--- config.mk ---
export PLATFORM = sky130hd
export DESIGN_NAME = spi_deserializer
export DESIGN_NICKNAME = d
export VERILOG_FILES = /design/src/rtl/spi_deserializer.sv
export SDC_FILE = /design/constraint.sdc
export NUM_CORES = 1
export LEC_CHECK = 0
export CAP_MARGIN = 20
export CELL_PAD_IN_SITES_DETAIL_PLACEMENT = 0
export CELL_PAD_IN_SITES_GLOBAL_PLACEMENT = 1
export CORE_MARGIN = 4
export CORE_UTILIZATION = 33
export DETAILED_ROUTE_END_ITERATION = 8
export PLACE_DENSITY = 0.68
export SYNTH_ARGS = -nofsm -noshare
export SYNTH_HDL_FRONTEND = slang
export SYNTH_SLANG_ARGS = --single-unit
--- constraint.sdc ---
create_clock -name clk -period 9.44 [get_ports clk]
set_input_delay 1.888 -clock clk [delete_from_list [all_inputs] [get_ports clk]]
set_output_delay 1.888 -clock clk [all_outputs]
set_load 0.05 [all_outputs]
--- src/rtl/spi_deserializer.sv ---
// SPI receive path: oversamples SPI_clk/CS/DataBit with clk and assembles an
// LSB-first frame of Shift_BitCount bits into a zero-extended parallel word.
module spi_deserializer #(
    parameter int unsigned Register_Width = 32,
    parameter int unsigned Shift_BitCount = 24
) (
    input  logic                      clk,
    input  logic                      rst,
    input  logic                      SPI_clk,
    input  logic                      CS,
    input  logic                      DataBit,
    output logic [Register_Width-1:0] Data_Register,
    output logic                      valid,
    output logic                      frame_err,
    output logic                      busy
);

    localparam int unsigned N    = Shift_BitCount;
    localparam int unsigned CntW = 32;

    typedef enum logic [1:0] {
        IDLE = 2'd0,
        RECV = 2'd1,
        FULL = 2'd2
    } state_t;

    logic sclk_s1_q, sclk_s2_q, sclk_prev_q;
    logic cs_s1_q, cs_s2_q, cs_prev_q;
    logic data_s1_q, data_s2_q;

    state_t                    state_q, state_d;
    logic [CntW-1:0]           cnt_q, cnt_d;
    logic [N-1:0]              sr_q, sr_d;
    logic                      ovr_q, ovr_d;
    logic [Register_Width-1:0] data_q, data_d;
    logic                      valid_q, valid_d;
    logic                      err_q, err_d;
    logic                      busy_q, busy_d;

    logic sclk_rise, cs_fall, cs_rise;

    // Equal-depth synchronizers keep data aligned with the sampled clock edge.
    always_ff @(posedge clk) begin
        if (rst) begin
            sclk_s1_q   <= 1'b0;
            sclk_s2_q   <= 1'b0;
            sclk_prev_q <= 1'b0;
            cs_s1_q     <= 1'b1;
            cs_s2_q     <= 1'b1;
            cs_prev_q   <= 1'b1;
            data_s1_q   <= 1'b0;
            data_s2_q   <= 1'b0;
        end else begin
            sclk_s1_q   <= SPI_clk;
            sclk_s2_q   <= sclk_s1_q;
            sclk_prev_q <= sclk_s2_q;
            cs_s1_q     <= CS;
            cs_s2_q     <= cs_s1_q;
            cs_prev_q   <= cs_s2_q;
            data_s1_q   <= DataBit;
            data_s2_q   <= data_s1_q;
        end
    end

    assign sclk_rise = sclk_s2_q & ~sclk_prev_q;
    assign cs_fall   = ~cs_s2_q & cs_prev_q;
    assign cs_rise   = cs_s2_q & ~cs_prev_q;

    always_ff @(posedge clk) begin
        if (rst) begin
            state_q <= IDLE;
            cnt_q   <= '0;
            sr_q    <= '0;
            ovr_q   <= 1'b0;
            data_q  <= '0;
            valid_q <= 1'b0;
            err_q   <= 1'b0;
            busy_q  <= 1'b0;
        end else begin
            state_q <= state_d;
            cnt_q   <= cnt_d;
            sr_q    <= sr_d;
            ovr_q   <= ovr_d;
            data_q  <= data_d;
            valid_q <= valid_d;
            err_q   <= err_d;
            busy_q  <= busy_d;
        end
    end

    // Frame FSM; cs_rise wins over a coincident sclk_rise, cs_fall restarts.
    always_comb begin
        state_d = state_q;
        cnt_d   = cnt_q;
        sr_d    = sr_q;
        ovr_d   = ovr_q;
        data_d  = data_q;
        valid_d = 1'b0;
        err_d   = 1'b0;
        case (state_q)
            IDLE: begin
                if (cs_fall) begin
                    state_d = RECV;
                    cnt_d   = '0;
                    sr_d    = '0;
                    ovr_d   = 1'b0;
                end
            end
            RECV: begin
                if (cs_rise) begin
                    err_d   = 1'b1;
                    state_d = IDLE;
                end else if (cs_fall) begin
                    cnt_d   = '0;
                    sr_d    = '0;
                    ovr_d   = 1'b0;
                end else if (sclk_rise) begin
                    sr_d  = N'({data_s2_q, sr_q} >> 1);
                    cnt_d = cnt_q + CntW'(1);
                    if (cnt_d == CntW'(N)) begin
                        state_d = FULL;
                    end
                end
            end
            FULL: begin
                if (cs_rise) begin
                    if (ovr_q) begin
                        err_d = 1'b1;
                    end else begin
                        data_d  = Register_Width'(sr_q);
                        valid_d = 1'b1;
                    end
                    state_d = IDLE;
                end else if (cs_fall) begin
                    state_d = RECV;
                    cnt_d   = '0;
                    sr_d    = '0;
                    ovr_d   = 1'b0;
                end else if (sclk_rise) begin
                    ovr_d = 1'b1;
                end
            end
            default: state_d = IDLE;
        endcase
        busy_d = (state_d != IDLE);
    end

    assign Data_Register = data_q;
    assign valid         = valid_q;
    assign frame_err     = err_q;
    assign busy          = busy_q;

endmodule
# Yosys cells after proc, flatten, opt, wreduce, memory -nomap -nowiden
# Cells that the tools add are included.
[word_totals]
out_inout_bits = 35
wordCells = 70
in_bits = 5
ff_bits = 94
[op_classes]
bitwise_logic = 9
n_eq_ne = 7
n_addsub = 1
n_reduce_logical = 7
n_mux = 30
[ops]
columns = ["op", "n"]
rows = [
  ["two-way mux 32 bit", 5],
  ["two-way mux 24 bit", 5],
  ["case mux 32 bit (3 select lines)", 1],
  ["case mux 24 bit (3 select lines)", 1],
  ["adder 32 x 1 -> 32 bit (second input constant)", 1],
  ["== test 32 x 5 -> 1 bit (second input constant)", 1],
  ["two-way mux 2 bit", 6],
  ["two-way mux 1 bit", 9],
  ["AND reduction 4 bit", 2],
  ["inequality test 3 bit (second input constant)", 2],
  ["inverter 1 bit", 6],
  ["case mux 2 bit (3 select lines)", 1],
  ["inequality test 2 bit (second input constant)", 2],
  ["AND 1 bit", 3],
  ["case mux 1 bit (3 select lines)", 1],
  ["AND reduction 3 bit", 1],
  ["nonzero test 3 bit", 1],
  ["OR reduction 3 bit", 1],
  ["== test 2 x 1 -> 1 bit (second input constant)", 1],
  ["== test 2 bit (second input constant)", 1],
  ["zero test 2 bit", 1],
  ["case mux 1 bit (2 select lines)", 1],
  ["nonzero test 2 bit", 1],
]

# Logic depth before layout (Yosys ltp)
[logic_depth]
ltp_word = 8
mapped_depth = 10
depth_no_buf = 8

# Least setup slack after synthesis
# No wires, ideal clock.
[synth_timing]
path_kind = "register -> register"
start = "register cnt_q[0]"
end = "register state_q[0]"
path_slack_ns = 6.438
stages_incl_launch_ff = 9
arrival_ns = 2.882
cell_sequence = "dfxtp_1 > ha_1 > nand4_1 > or3_1 > nor4_1 > xor2_1 > or4_1 > or3_1 > a211o_1"
[synth_via]
elab_chain_len = 7
[synth_rtl]
columns = ["element", "line", "source"]
rows = [
  ["start: declaration", "32", "logic [CntW-1:0] cnt_q, cnt_d;"],
  ["start signal: assignment", "81", "cnt_q <= cnt_d;"],
  ["adder 32 x 1 -> 32 bit", "119", "cnt_d = cnt_q + CntW'(1);"],
  ["== test 32 x 5 -> 1 bit", "120", "if (cnt_d == CntW'(N)) begin"],
  ["two-way mux 2 bit", "120", ""],
  ["two-way mux 2 bit", "117", "end else if (sclk_rise) begin"],
  ["two-way mux 2 bit", "113", "end else if (cs_fall) begin"],
  ["two-way mux 2 bit", "110", "if (cs_rise) begin"],
  ["case mux 2 bit (3 select lines)", "100", "case (state_q)"],
  ["end signal: assignment", "80", "state_q <= state_d;"],
  ["end: declaration", "31", "state_t state_q, state_d;"],
]
# Every way passes these cells.
# A chain may end at the register's enable or synchronous reset.

# Final worst setup path
# Ends and elaborated chain as after synthesis.

==> run metrics <==
status=complete, no violations; Synth area leader=dfxtp_1; XOR/XNOR share of the synthesized area=0.0214; Worst Path Max Fanout=7; final core occ=0.385; vias=3977; CTS tree=done; Die ar.=15500 µm²; Mapped Cells=574; commonest cells after routing, fill and taps aside=dfxtp_1, nand2_1, a21oi_1; yosys warns=0; # fillers=1371; DR pass1 iterations=5; Combinational Power Share=0.039; synth top area cells=dfxtp_1, a21oi_1, nand2_1; Total Neg Setup Slack=0 ns; share of power burned in registers=0.505; gr ovfl total=0; CP top delay family=simple AND/OR/NAND/NOR gates; synthesis-to-layout area growth=14.0%; sequential fraction of the synthesis area=0.419; pin count of the biggest net entering global routing=94; Final nets=580; Die H=125 µm; Synth Register Bits=94; share of the synthesized area in the top cell type=0.419; CP max stage delay=0.57 ns; H-tree levels=3; IO Port Bufs=31; Rel. slew slack=0.348; fraction of layout cells with a size suffix above 1=0.0505; DRC=0; Leak=1.63 nW; post-layout minimum cycle time=3.47 ns; worst vdd ir=87.7 µV; first-pass GRT wire length=18600 µm; total power=792 µW; Psw=182 µW; commonest non-fill, non-tap cell in the layout=dfxtp_1; # setup viols final=0; number of global-route vias before repair=3836; hold buffer count at CTS=0; GR Util met3=0.0214; switch share=0.230; worst skew pair latency=0.34 ns; CTS Sinks=94; Max-Cap Viols=0; RSZ-0062 raised after global routing=false; I/O pins=40; gpl congestion=0.829; Worst-path clk slew=0.06 ns; Initial Util=0.338; Critical Path Start Type=register; period utilization=0.367; largest family of logic cells by synthesized area=simple AND/OR/NAND/NOR gates; initial antenna violation count=0; ANT cells=0; Crit path required time=9.67 ns; syn_area_per_cell=7.83 µm²; critical path buffer and inverter count=0; TritonCTS buffer count=9; simple-gate portion of the synthesized area=0.279; DRT antenna net count=0; final hold vios=0; busiest layer in global routing=met2; PwrDens=155 nW/µm²; Worst Hold Class=reg2reg; crit path cell chain=ha_1, nand4_1, or3_1, nor4_1, xor2_1, or4_1, or3_1, a211o_1; initial detailed-routing violation count=227; Fmax achieved=288 MHz; Slew Limit Fails=0; routed vias/inst=5.30; CORE AREA=13300 µm²; synthesized-area fraction occupied by adder cells=0.0162; compound-cell area share of the yosys netlist=0.200; R2R Setup Slk=5.97 ns; Root Buffer=clkbuf_16; Post CTS Setup Buffer Count=0; number of flops mapped to enable cells by yosys=0; hpwl dp=6910 µm; multiplexer share of the synthesized area=0.00446; met2 Use GR=0.226; clk_skew=0.00622 ns; crit path DAT=3.70 ns; Slowest cell on crit path=nor4_1; drt total wl=10800 µm; number of distinct library cells after synthesis=54; critical path class=reg2reg; multi-input logic area=2380 µm²; asr flop ratio synth=0; met1 Use GR=0.191; most used cell, CP=or3_1; Int Pwr=610 µW; WL/cell=14.4 µm; Slew @ Worst Pin=0.978 ns; Most used DFF post-synth=dfxtp_1; num rows=42; Die X=125 µm; clock power share=0.456; crit end category=register; Global Route Usage Sum=0.142; Post-Syn Area=4490 µm²; CTS Buffer Depth=2; # resized after CTS=0; register area=1880 µm²
flip-flops by register name, indices dropped and copies added (netlist names), 2 cells and up:
name	count
cnt_q	32
sr_q	24
state_q	2
Data_Register	24
path summary, 6_finish.rpt:
check,from,end,cells past startpoint
hold reg to reg,cs_s1_q,cs_s2_q,1
setup reg to reg,cnt_q[0],state_q[0],8
setup / recovery,cnt_q[0],state_q[0],8
hold / removal,cs_s1_q,cs_s2_q,1
worst reg2reg max path, cell delays in order (launching register included):
cell and delay, ns:
dfxtp_1 0.43, ha_1 0.27, nand4_1 0.28, or3_1 0.48, nor4_1 0.57, xor2_1 0.14, or4_1 0.53, or3_1 0.38
a211o_1 0.28
routing by layer:
layer | vias to the layer above | wire (µm)
met4 | 0 | 189
li1 | 2028 | -
met1 | 1862 | 5230
met2 | 72 | 4980
met3 | 15 | 412
met5 | - | 0
stage by stage:
step / std cells / instance area, µm² / hold slack, ns / worst slack (ns)
after floorplan: 581 / 4520 / 0.389 / 6.44
after global placement: 735 / 4830 / 0.396 / 5.74
after detailed placement: 735 / 4830 / 0.402 / 5.65
after CTS: 750 / 5120 / 0.420 / 6.01
after global routing: 750 / 5120 / 0.441 / 5.74
final: 750 / 5120 / 0.417 / 5.97
synth_stat cells (8+ instances only):
cell,instances
a211oi_1,9
a21oi_1,64
nand4_1,18
or4_1,8
buf_4,8
o21ai_0,22
nand3_1,12
a22oi_1,26
nor3_1,11
or3_1,9
dfxtp_1,94
nor2_1,62
nand2_1,77
clkbuf_1,42
power groups by stage:
| stage | clock (mW) | sequential, mW | combinational (mW) |
|---|---|---|---|
| 3_3_place_gp | 0 | 0.409 | 0.0304 |
| 3_5_place_dp | 0 | 0.409 | 0.0309 |
| 2_1_floorplan | 0 | 0.410 | 0.0259 |
| 5_1_grt | 0.386 | 0.400 | 0.0336 |
| 6_report | 0.361 | 0.400 | 0.0307 |
| 4_1_cts | 0.371 | 0.400 | 0.0310 |
area by class of cell:
type | instances | area share
clock buffers | 10 | 0.0447
inverters | 4 | 0.00293
clock inverters | 5 | 0.0117
flip-flops and latches | 94 | 0.367
repair buffers | 35 | 0.0655
well taps | 176 | 0.0430
multi-input cells | 426 | 0.465
logic make-up after synthesis:
kind of cell	after synthesis
other cells	1
fa+ha+maj	6
simple gates	252
mux	2
flops	94
xor+xnor	11
buf+inv	61
compound gates	147
No activity file was read; power rests on OpenSTA's default activity.
